--- src/rtl/ex_stage_if.sv ---
// Bundle between the ID/EX register and the EX stage, and from the EX/MEM register to the memory stage.
// The master side is the pipeline around EX. The slave side is ex_stage itself.
interface ex_stage_if;
    logic [31:0] i_pc_plus4;
    logic [31:0] i_read_data1;
    logic [31:0] i_read_data2;
    logic [31:0] i_imm;
    logic [4:0]  i_rt;
    logic [4:0]  i_rd;
    logic [5:0]  i_funct;
    logic [1:0]  i_WB_control;
    logic [2:0]  i_MEM_control;
    logic [3:0]  i_EX_control;
    logic        i_flush;

    logic        o_stall;
    logic [31:0] o_branch_pc;
    logic [31:0] o_result;
    logic        o_zero;
    logic [31:0] o_read_data2;
    logic [4:0]  o_write_reg;
    logic [1:0]  o_WB_control;
    logic [2:0]  o_MEM_control;

    modport master (
        output i_pc_plus4, i_read_data1, i_read_data2, i_imm, i_rt, i_rd, i_funct,
               i_WB_control, i_MEM_control, i_EX_control, i_flush,
        input  o_stall, o_branch_pc, o_result, o_zero, o_read_data2, o_write_reg,
               o_WB_control, o_MEM_control
    );

    modport slave (
        input  i_pc_plus4, i_read_data1, i_read_data2, i_imm, i_rt, i_rd, i_funct,
               i_WB_control, i_MEM_control, i_EX_control, i_flush,
        output o_stall, o_branch_pc, o_result, o_zero, o_read_data2, o_write_reg,
               o_WB_control, o_MEM_control
    );
endinterface

--- src/rtl/ex_stage.sv ---
// Execute stage: ALU, branch target, destination select, iterative shift-add multiplier, EX/MEM register.
// A mult stalls the front end from the cycle it is decoded until the product is ready.
module ex_stage #(
    parameter int MUL_CYCLES = 32
) (
    input logic       i_clk,
    input logic       i_rst_n,
    ex_stage_if.slave bus
);
    typedef enum logic [1:0] {IDLE, BUSY, DONE} state_e;

    localparam logic [5:0] LastCount = 6'(MUL_CYCLES - 1);

    state_e      state_q, state_d;
    logic [5:0]  cnt_q, cnt_d;
    logic [31:0] mcand_q, mcand_d, mplier_q, mplier_d, prod_q, prod_d;
    logic [1:0]  holdWb_q, holdWb_d;
    logic [2:0]  holdMem_q, holdMem_d;
    logic [4:0]  holdWreg_q, holdWreg_d;

    logic [31:0] result_q, result_d, branch_q, branch_d, rd2_q, rd2_d;
    logic        zero_q, zero_d;
    logic [4:0]  wreg_q, wreg_d;
    logic [1:0]  wb_q, wb_d;
    logic [2:0]  mem_q, mem_d;

    logic        regDst, aluSrc, isMult, stall, startMult;
    logic [1:0]  aluOp;
    logic [31:0] opB, aluResult, branchTarget;
    logic [4:0]  writeRegSel;

    assign regDst       = bus.i_EX_control[3];
    assign aluSrc       = bus.i_EX_control[2];
    assign aluOp        = bus.i_EX_control[1:0];
    assign opB          = aluSrc ? bus.i_imm : bus.i_read_data2;
    assign writeRegSel  = regDst ? bus.i_rd : bus.i_rt;
    assign branchTarget = bus.i_pc_plus4 + {bus.i_imm[29:0], 2'b00};
    assign startMult    = (state_q == IDLE) && isMult && !bus.i_flush;

    always_comb begin
        aluResult = '0;
        isMult    = 1'b0;
        case (aluOp)
            2'b01: aluResult = bus.i_read_data1 - opB;
            2'b10: begin
                case (bus.i_funct)
                    6'h20:   aluResult = bus.i_read_data1 + opB;
                    6'h22:   aluResult = bus.i_read_data1 - opB;
                    6'h24:   aluResult = bus.i_read_data1 & opB;
                    6'h25:   aluResult = bus.i_read_data1 | opB;
                    6'h2A:   aluResult = ($signed(bus.i_read_data1) < $signed(opB)) ? 32'd1 : 32'd0;
                    6'h18:   isMult = 1'b1;
                    default: aluResult = '0;
                endcase
            end
            default: aluResult = bus.i_read_data1 + opB;
        endcase
    end

    always_ff @(posedge i_clk) begin
        if (!i_rst_n) begin
            state_q <= IDLE;
        end else begin
            state_q <= state_d;
        end
    end

    always_comb begin
        state_d = state_q;
        case (state_q)
            IDLE: if (startMult) state_d = BUSY;
            BUSY: begin
                if (bus.i_flush)             state_d = IDLE;
                else if (cnt_q == LastCount) state_d = DONE;
            end
            DONE:    state_d = IDLE;
            default: state_d = IDLE;
        endcase
    end

    // Anything other than a clean issue or a completed multiply leaves a bubble in EX/MEM.
    always_comb begin
        stall    = 1'b0;
        result_d = aluResult;
        zero_d   = (aluResult == '0);
        wreg_d   = writeRegSel;
        branch_d = branchTarget;
        rd2_d    = bus.i_read_data2;
        wb_d     = '0;
        mem_d    = '0;
        case (state_q)
            IDLE: begin
                if (startMult) begin
                    stall = 1'b1;
                end else if (!bus.i_flush && !isMult) begin
                    wb_d  = bus.i_WB_control;
                    mem_d = bus.i_MEM_control;
                end
            end
            BUSY: stall = 1'b1;
            DONE: begin
                if (!bus.i_flush) begin
                    result_d = prod_q;
                    zero_d   = (prod_q == '0);
                    wreg_d   = holdWreg_q;
                    wb_d     = holdWb_q;
                    mem_d    = holdMem_q;
                end
            end
            default: stall = 1'b0;
        endcase
    end

    always_comb begin
        cnt_d      = cnt_q;
        mcand_d    = mcand_q;
        mplier_d   = mplier_q;
        prod_d     = prod_q;
        holdWb_d   = holdWb_q;
        holdMem_d  = holdMem_q;
        holdWreg_d = holdWreg_q;
        if (startMult) begin
            cnt_d      = '0;
            mcand_d    = bus.i_read_data1;
            mplier_d   = opB;
            prod_d     = '0;
            holdWb_d   = bus.i_WB_control;
            holdMem_d  = bus.i_MEM_control;
            holdWreg_d = writeRegSel;
        end else if (state_q == BUSY) begin
            prod_d   = prod_q + (mplier_q[0] ? mcand_q : 32'd0);
            mcand_d  = mcand_q << 1;
            mplier_d = mplier_q >> 1;
            cnt_d    = cnt_q + 6'd1;
        end
    end

    always_ff @(posedge i_clk) begin
        if (!i_rst_n) begin
            cnt_q      <= '0;
            mcand_q    <= '0;
            mplier_q   <= '0;
            prod_q     <= '0;
            holdWb_q   <= '0;
            holdMem_q  <= '0;
            holdWreg_q <= '0;
            result_q   <= '0;
            zero_q     <= 1'b0;
            wreg_q     <= '0;
            branch_q   <= '0;
            rd2_q      <= '0;
            wb_q       <= '0;
            mem_q      <= '0;
        end else begin
            cnt_q      <= cnt_d;
            mcand_q    <= mcand_d;
            mplier_q   <= mplier_d;
            prod_q     <= prod_d;
            holdWb_q   <= holdWb_d;
            holdMem_q  <= holdMem_d;
            holdWreg_q <= holdWreg_d;
            result_q   <= result_d;
            zero_q     <= zero_d;
            wreg_q     <= wreg_d;
            branch_q   <= branch_d;
            rd2_q      <= rd2_d;
            wb_q       <= wb_d;
            mem_q      <= mem_d;
        end
    end

    // Stall is combinational, so it is gated by reset to stay low while reset is held.
    assign bus.o_stall       = stall && i_rst_n;
    assign bus.o_result      = result_q;
    assign bus.o_zero        = zero_q;
    assign bus.o_write_reg   = wreg_q;
    assign bus.o_branch_pc   = branch_q;
    assign bus.o_read_data2  = rd2_q;
    assign bus.o_WB_control  = wb_q;
    assign bus.o_MEM_control = mem_q;
endmodule

--- src/flat_wrapper.sv ---
// flat-port wrapper written by rule: the top's interface ports become plain ports
module ex_stage_flat 
#(
    parameter int MUL_CYCLES = 32
)
  (i_clk, i_rst_n, bus_i_pc_plus4, bus_i_read_data1, bus_i_read_data2, bus_i_imm, bus_i_rt, bus_i_rd, bus_i_funct, bus_i_WB_control, bus_i_MEM_control, bus_i_EX_control, bus_i_flush, bus_o_stall, bus_o_branch_pc, bus_o_result, bus_o_zero, bus_o_read_data2, bus_o_write_reg, bus_o_WB_control, bus_o_MEM_control);
  ex_stage_if bus_i ();
  input logic i_clk;
  input logic i_rst_n;
  input wire logic [$bits(bus_i.i_pc_plus4)-1:0] bus_i_pc_plus4;
  input wire logic [$bits(bus_i.i_read_data1)-1:0] bus_i_read_data1;
  input wire logic [$bits(bus_i.i_read_data2)-1:0] bus_i_read_data2;
  input wire logic [$bits(bus_i.i_imm)-1:0] bus_i_imm;
  input wire logic [$bits(bus_i.i_rt)-1:0] bus_i_rt;
  input wire logic [$bits(bus_i.i_rd)-1:0] bus_i_rd;
  input wire logic [$bits(bus_i.i_funct)-1:0] bus_i_funct;
  input wire logic [$bits(bus_i.i_WB_control)-1:0] bus_i_WB_control;
  input wire logic [$bits(bus_i.i_MEM_control)-1:0] bus_i_MEM_control;
  input wire logic [$bits(bus_i.i_EX_control)-1:0] bus_i_EX_control;
  input wire logic [$bits(bus_i.i_flush)-1:0] bus_i_flush;
  output wire logic [$bits(bus_i.o_stall)-1:0] bus_o_stall;
  output wire logic [$bits(bus_i.o_branch_pc)-1:0] bus_o_branch_pc;
  output wire logic [$bits(bus_i.o_result)-1:0] bus_o_result;
  output wire logic [$bits(bus_i.o_zero)-1:0] bus_o_zero;
  output wire logic [$bits(bus_i.o_read_data2)-1:0] bus_o_read_data2;
  output wire logic [$bits(bus_i.o_write_reg)-1:0] bus_o_write_reg;
  output wire logic [$bits(bus_i.o_WB_control)-1:0] bus_o_WB_control;
  output wire logic [$bits(bus_i.o_MEM_control)-1:0] bus_o_MEM_control;
  assign bus_i.i_pc_plus4 = bus_i_pc_plus4;
  assign bus_i.i_read_data1 = bus_i_read_data1;
  assign bus_i.i_read_data2 = bus_i_read_data2;
  assign bus_i.i_imm = bus_i_imm;
  assign bus_i.i_rt = bus_i_rt;
  assign bus_i.i_rd = bus_i_rd;
  assign bus_i.i_funct = bus_i_funct;
  assign bus_i.i_WB_control = bus_i_WB_control;
  assign bus_i.i_MEM_control = bus_i_MEM_control;
  assign bus_i.i_EX_control = bus_i_EX_control;
  assign bus_i.i_flush = bus_i_flush;
  assign bus_o_stall = bus_i.o_stall;
  assign bus_o_branch_pc = bus_i.o_branch_pc;
  assign bus_o_result = bus_i.o_result;
  assign bus_o_zero = bus_i.o_zero;
  assign bus_o_read_data2 = bus_i.o_read_data2;
  assign bus_o_write_reg = bus_i.o_write_reg;
  assign bus_o_WB_control = bus_i.o_WB_control;
  assign bus_o_MEM_control = bus_i.o_MEM_control;
  ex_stage #(.MUL_CYCLES(MUL_CYCLES)) u_core (.i_clk(i_clk), .i_rst_n(i_rst_n), .bus(bus_i));
endmodule
--- config.mk ---
export PLATFORM = sky130hd
export DESIGN_NAME = ex_stage_flat
export DESIGN_NICKNAME = d
export VERILOG_FILES = /design/src/rtl/ex_stage_if.sv /design/src/rtl/ex_stage.sv /design/src/flat_wrapper.sv
export SDC_FILE = /design/constraint.sdc
export NUM_CORES = 1
export LEC_CHECK = 0
export ABC_CLOCK_PERIOD_IN_PS = 4800
export CORE_UTILIZATION = 55
export DETAILED_ROUTE_END_ITERATION = 12
export GPL_TIMING_DRIVEN = 1
export PLACE_DENSITY = 0.87
export SYNTH_ARGS = -nofsm -noshare
export SYNTH_HDL_FRONTEND = slang
export SYNTH_SLANG_ARGS = --single-unit
--- constraint.sdc ---
create_clock -name i_clk -period 4.8 [get_ports i_clk]
set_input_delay 0.48 -clock i_clk [delete_from_list [all_inputs] [get_ports i_clk]]
set_output_delay 0.48 -clock i_clk [all_outputs]
set_load 0.005 [all_outputs]
==> run metrics <==
status complete, no violations; multiplexer area fraction after synthesis ~3.4%; VDD IR max between 0.2 and 0.3 mV; # clock sinks around 220; Final min period between 4000 and 5000 ps; largest net degree at the start of global routing 84; final worst setup slack approximately 170 ps; Hold Path Class flop to flop; pre-CTS WS -442 ps; worst reg2reg setup slack just under 600 ps; I/O Buffers roughly 260; DR iter-0 viols roughly 2,000; clk slew on worst S/H paths about 60 ps; n_diodes 0; CTS tree built; slowest cell on the critical path clkdlybuf4s50_1; sequential element share of the synthesized area roughly 27%; grt total ovfl 0; # Post-CTS Setup Buffers 0; average wire per standard cell ~22 um; Post-Synth Adder-Cell Area between 10% and 20%; Max Fclk 216 MHz; first-pass GRT wire length 97,100 um; Ys Warns 0; max incr delay on CP between 600 and 700 ps; crit path max fanout 17; simple-gate share of the synthesized area between 20% and 30%; fin crit share 96.4%; flops & latches, synth 221; skew final about 32 ps; layout cell share with drive strength beyond 1 13.2%; critical path required time between 5000 and 6000 ps; Total Wirelength about 63,000 um; Fin. Hold Viols 0; RSZ-0062 raised after global routing no; CTS H-tree lvls 1; Fin Setup TNS 0 ps; die width around 170 um; FF/Latch Area 4420 um^2; vias per inst roughly 6.2; XOR/XNOR Fraction of Synth Area 3.68%; setup violators final 0; Multi-input gate area approximately 11,000 um^2; Pleak around 9.4 nW; area grow syn2layout 32.4%; Filler cells between 2,000 and 2,500; Post-Syn Nets 2,439; hold_buf cts 0; core footprint just under 30,000 um^2; number of synthesized flops with an enable pin 0; Starting Density 56.6%; synthesized instance count 2,104; crit path launch type input pin; clock root cell clkbuf_16; Die ar. 30,500 um^2; Net count, final around 2,900; top_reg_cell synth dfxtp_1; Residual DRC 0; share of flip-flops with an asynchronous set or reset 0%; vias in the first global route ~17,000; Placer Congestion just over 1; total track usage between 40% and 50%; Max Buffers Root-to-Sink 3; Clock Latency Late Sink between 500 and 600 ps; # rows between 60 and 70; worst-margin pin slew 1000 ps; via count roughly 18,000; CP Cell Sequence clkdlybuf4s50_1 > buf_12 > mux2_2 > inv_1 > ha_1 > nor2_1 > a211oi_1 > nor4_1 > a211oi_1 > o2111ai_1 > mux2_2 > o21ai_1 > a21boi_1 > nand4_1 > nor4_2 > nand4b_1 > o21ai_1; Rel. slew slack roughly a third; Post-Syn Area around 16,000 um^2; # resized after CTS 0; Top Ports 264; Max Cap Viol 0; DRT antenna net count 0; main combinational cell family by area after synthesis compound AO/OA/AOI/OAI gates; CP Class input pin to flop; HPWL after detailed placement roughly 48,000 um; number of detailed-route iterations in the first pass 6; initial antenna violation count 0; pwr dens between 200 and 300 nW/um^2; total CTS buffers 25; Post-Syn Area per Cell 7.80 um^2; critical path endpoint category flop; post-synthesis compound-gate area fraction between 20 and 30%; WP data arrival 5110 ps; Yosys cell types between 70 and 80; Die Ht roughly 170 um; Pins Over Slew Limit 0
## cells in the mapped netlist, drive strengths merged (6+ instances only)
| cell | number | area share [%] |
|---|---|---|
| a21oi | 223 | 6.8 |
| dfxtp | 221 | 27 |
| nor2 | 199 | 4.6 |
| nand2 | 196 | 4.5 |
| ha | 175 | 13 |
| inv | 126 | 2.9 |
| clkbuf | 83 | 1.9 |
| o21ai | 80 | 2.4 |
| and2 | 79 | 3.0 |
| a22oi | 70 | 3.2 |
| nor3 | 56 | 1.7 |
| a211oi | 52 | 2.4 |
| xnor2 | 45 | 2.4 |
| a21o | 37 | 1.7 |
| mux2 | 35 | 2.4 |
| nor4 | 27 | 1.1 |
| nand3 | 25 | 0.76 |
| xor2 | 24 | 1.3 |
| nand2b | 23 | 0.88 |
| nor2b | 23 | 0.88 |
| nand4 | 19 | 0.72 |
| o21bai | 19 | 0.87 |
| or3 | 18 | 0.69 |
| mux2i | 16 | 0.98 |
| buf | 13 | 0.32 |
| or2 | 13 | 0.50 |
| o21a | 12 | 0.55 |
| o22ai | 12 | 0.46 |
| nor3b | 11 | 0.50 |
| a311oi | 10 | 0.53 |
| a31oi | 10 | 0.38 |
| o211ai | 9 | 0.41 |
| a2111oi | 8 | 0.50 |
| and3 | 8 | 0.31 |
| a211o | 7 | 0.37 |
| a21boi | 7 | 0.32 |
| a221oi | 7 | 0.37 |
| nand3b | 6 | 0.27 |
| nor4b | 6 | 0.32 |
| o221ai | 6 | 0.32 |
| o2bb2ai | 6 | 0.32 |
| o31a | 6 | 0.32 |
| o31ai | 6 | 0.27 |
## final cells by class
cell class              count  share of cell area [%]
clock buffers              29                    3.09
clock inverters            12                   0.622
inverters                 126                    2.19
multi-input cells        1661                    51.5
flip-flops and latches    221                    20.4
well taps                 384                    2.21
repair buffers            488                    20.0
## layer usage
layer / routed length (um) / track usage, % / up-vias
li1: - / - / 8376
met1: 25900 / 52.0 / 8590
met2: 29200 / 68.0 / 997
met3: 5540 / 5.29 / 161
met4: 2710 / 16.2 / 0
met5: 0 / 0 / -
## worst max-delay path, delay by kind of cell
| family | cells | cell delay [ps] |
|---|---|---|
| compound gates | 6 | 1450 |
| fa+ha+maj | 1 | 250 |
| buf+inv | 3 | 920 |
| mux | 2 | 730 |
| simple gates | 5 | 1240 |
## cells by family (layout without fill, tap and decap cells)
logic type | count (synthesis) | in the layout
AND/OR/NAND/NOR | 726 | 726
buffers and inverters | 222 | 655
multiplexers | 51 | 51
AO/OA/AOI/OAI | 636 | 636
XOR/XNOR | 69 | 69
adder cells (fa/ha/maj) | 179 | 179
flip-flops | 221 | 221
## metrics by stage
step	total power [mW]	util [%]	hold WS, ps	instance area, um^2	cells
after floorplan	2.89	-	437	16400	2104
after global placement	3.83	72.0	443	20900	2880
after detailed placement	3.85	72.0	449	20900	2880
after CTS	5.77	74.8	457	21700	2921
after global routing	6.02	74.9	479	21700	2921
final	5.82	74.9	458	21700	2921
## power breakdown
group / internal, mW / switching [mW] / leakage, nW / total [mW]
Clock: 1.11 / 0.834 / 0.401 / 1.94
Combinational: 0.940 / 0.985 / 7.14 / 1.93
Sequential: 1.92 / 0.0267 / 1.81 / 1.95
Total: 3.97 / 1.85 / 9.35 / 5.82
## layout by cell type, fill, tap and decap left out, drive strengths merged, types with 56 or more instances in the layout
master,Yosys,layout
clkdlybuf4s50,0,263
buf,13,225
a21oi,223,223
dfxtp,221,221
nor2,199,199
nand2,196,196
ha,175,175
inv,126,128
o21ai,80,80
and2,79,79
a22oi,70,70
nor3,56,56
## worst paths after layout
| check | cells after the start | end | startpoint |
|---|---|---|---|
| max | 17 | u_core.bus.o_zero | bus_i_EX_control[2] |
| max reg2reg | 15 | u_core.prod_q[31] | u_core.mplier_q[0] |
| min reg2reg | 2 | u_core.mplier_q[12] | u_core.mplier_q[12] |
| min | 2 | u_core.mplier_q[12] | u_core.mplier_q[12] |
(Power assumes the default switching activity.)
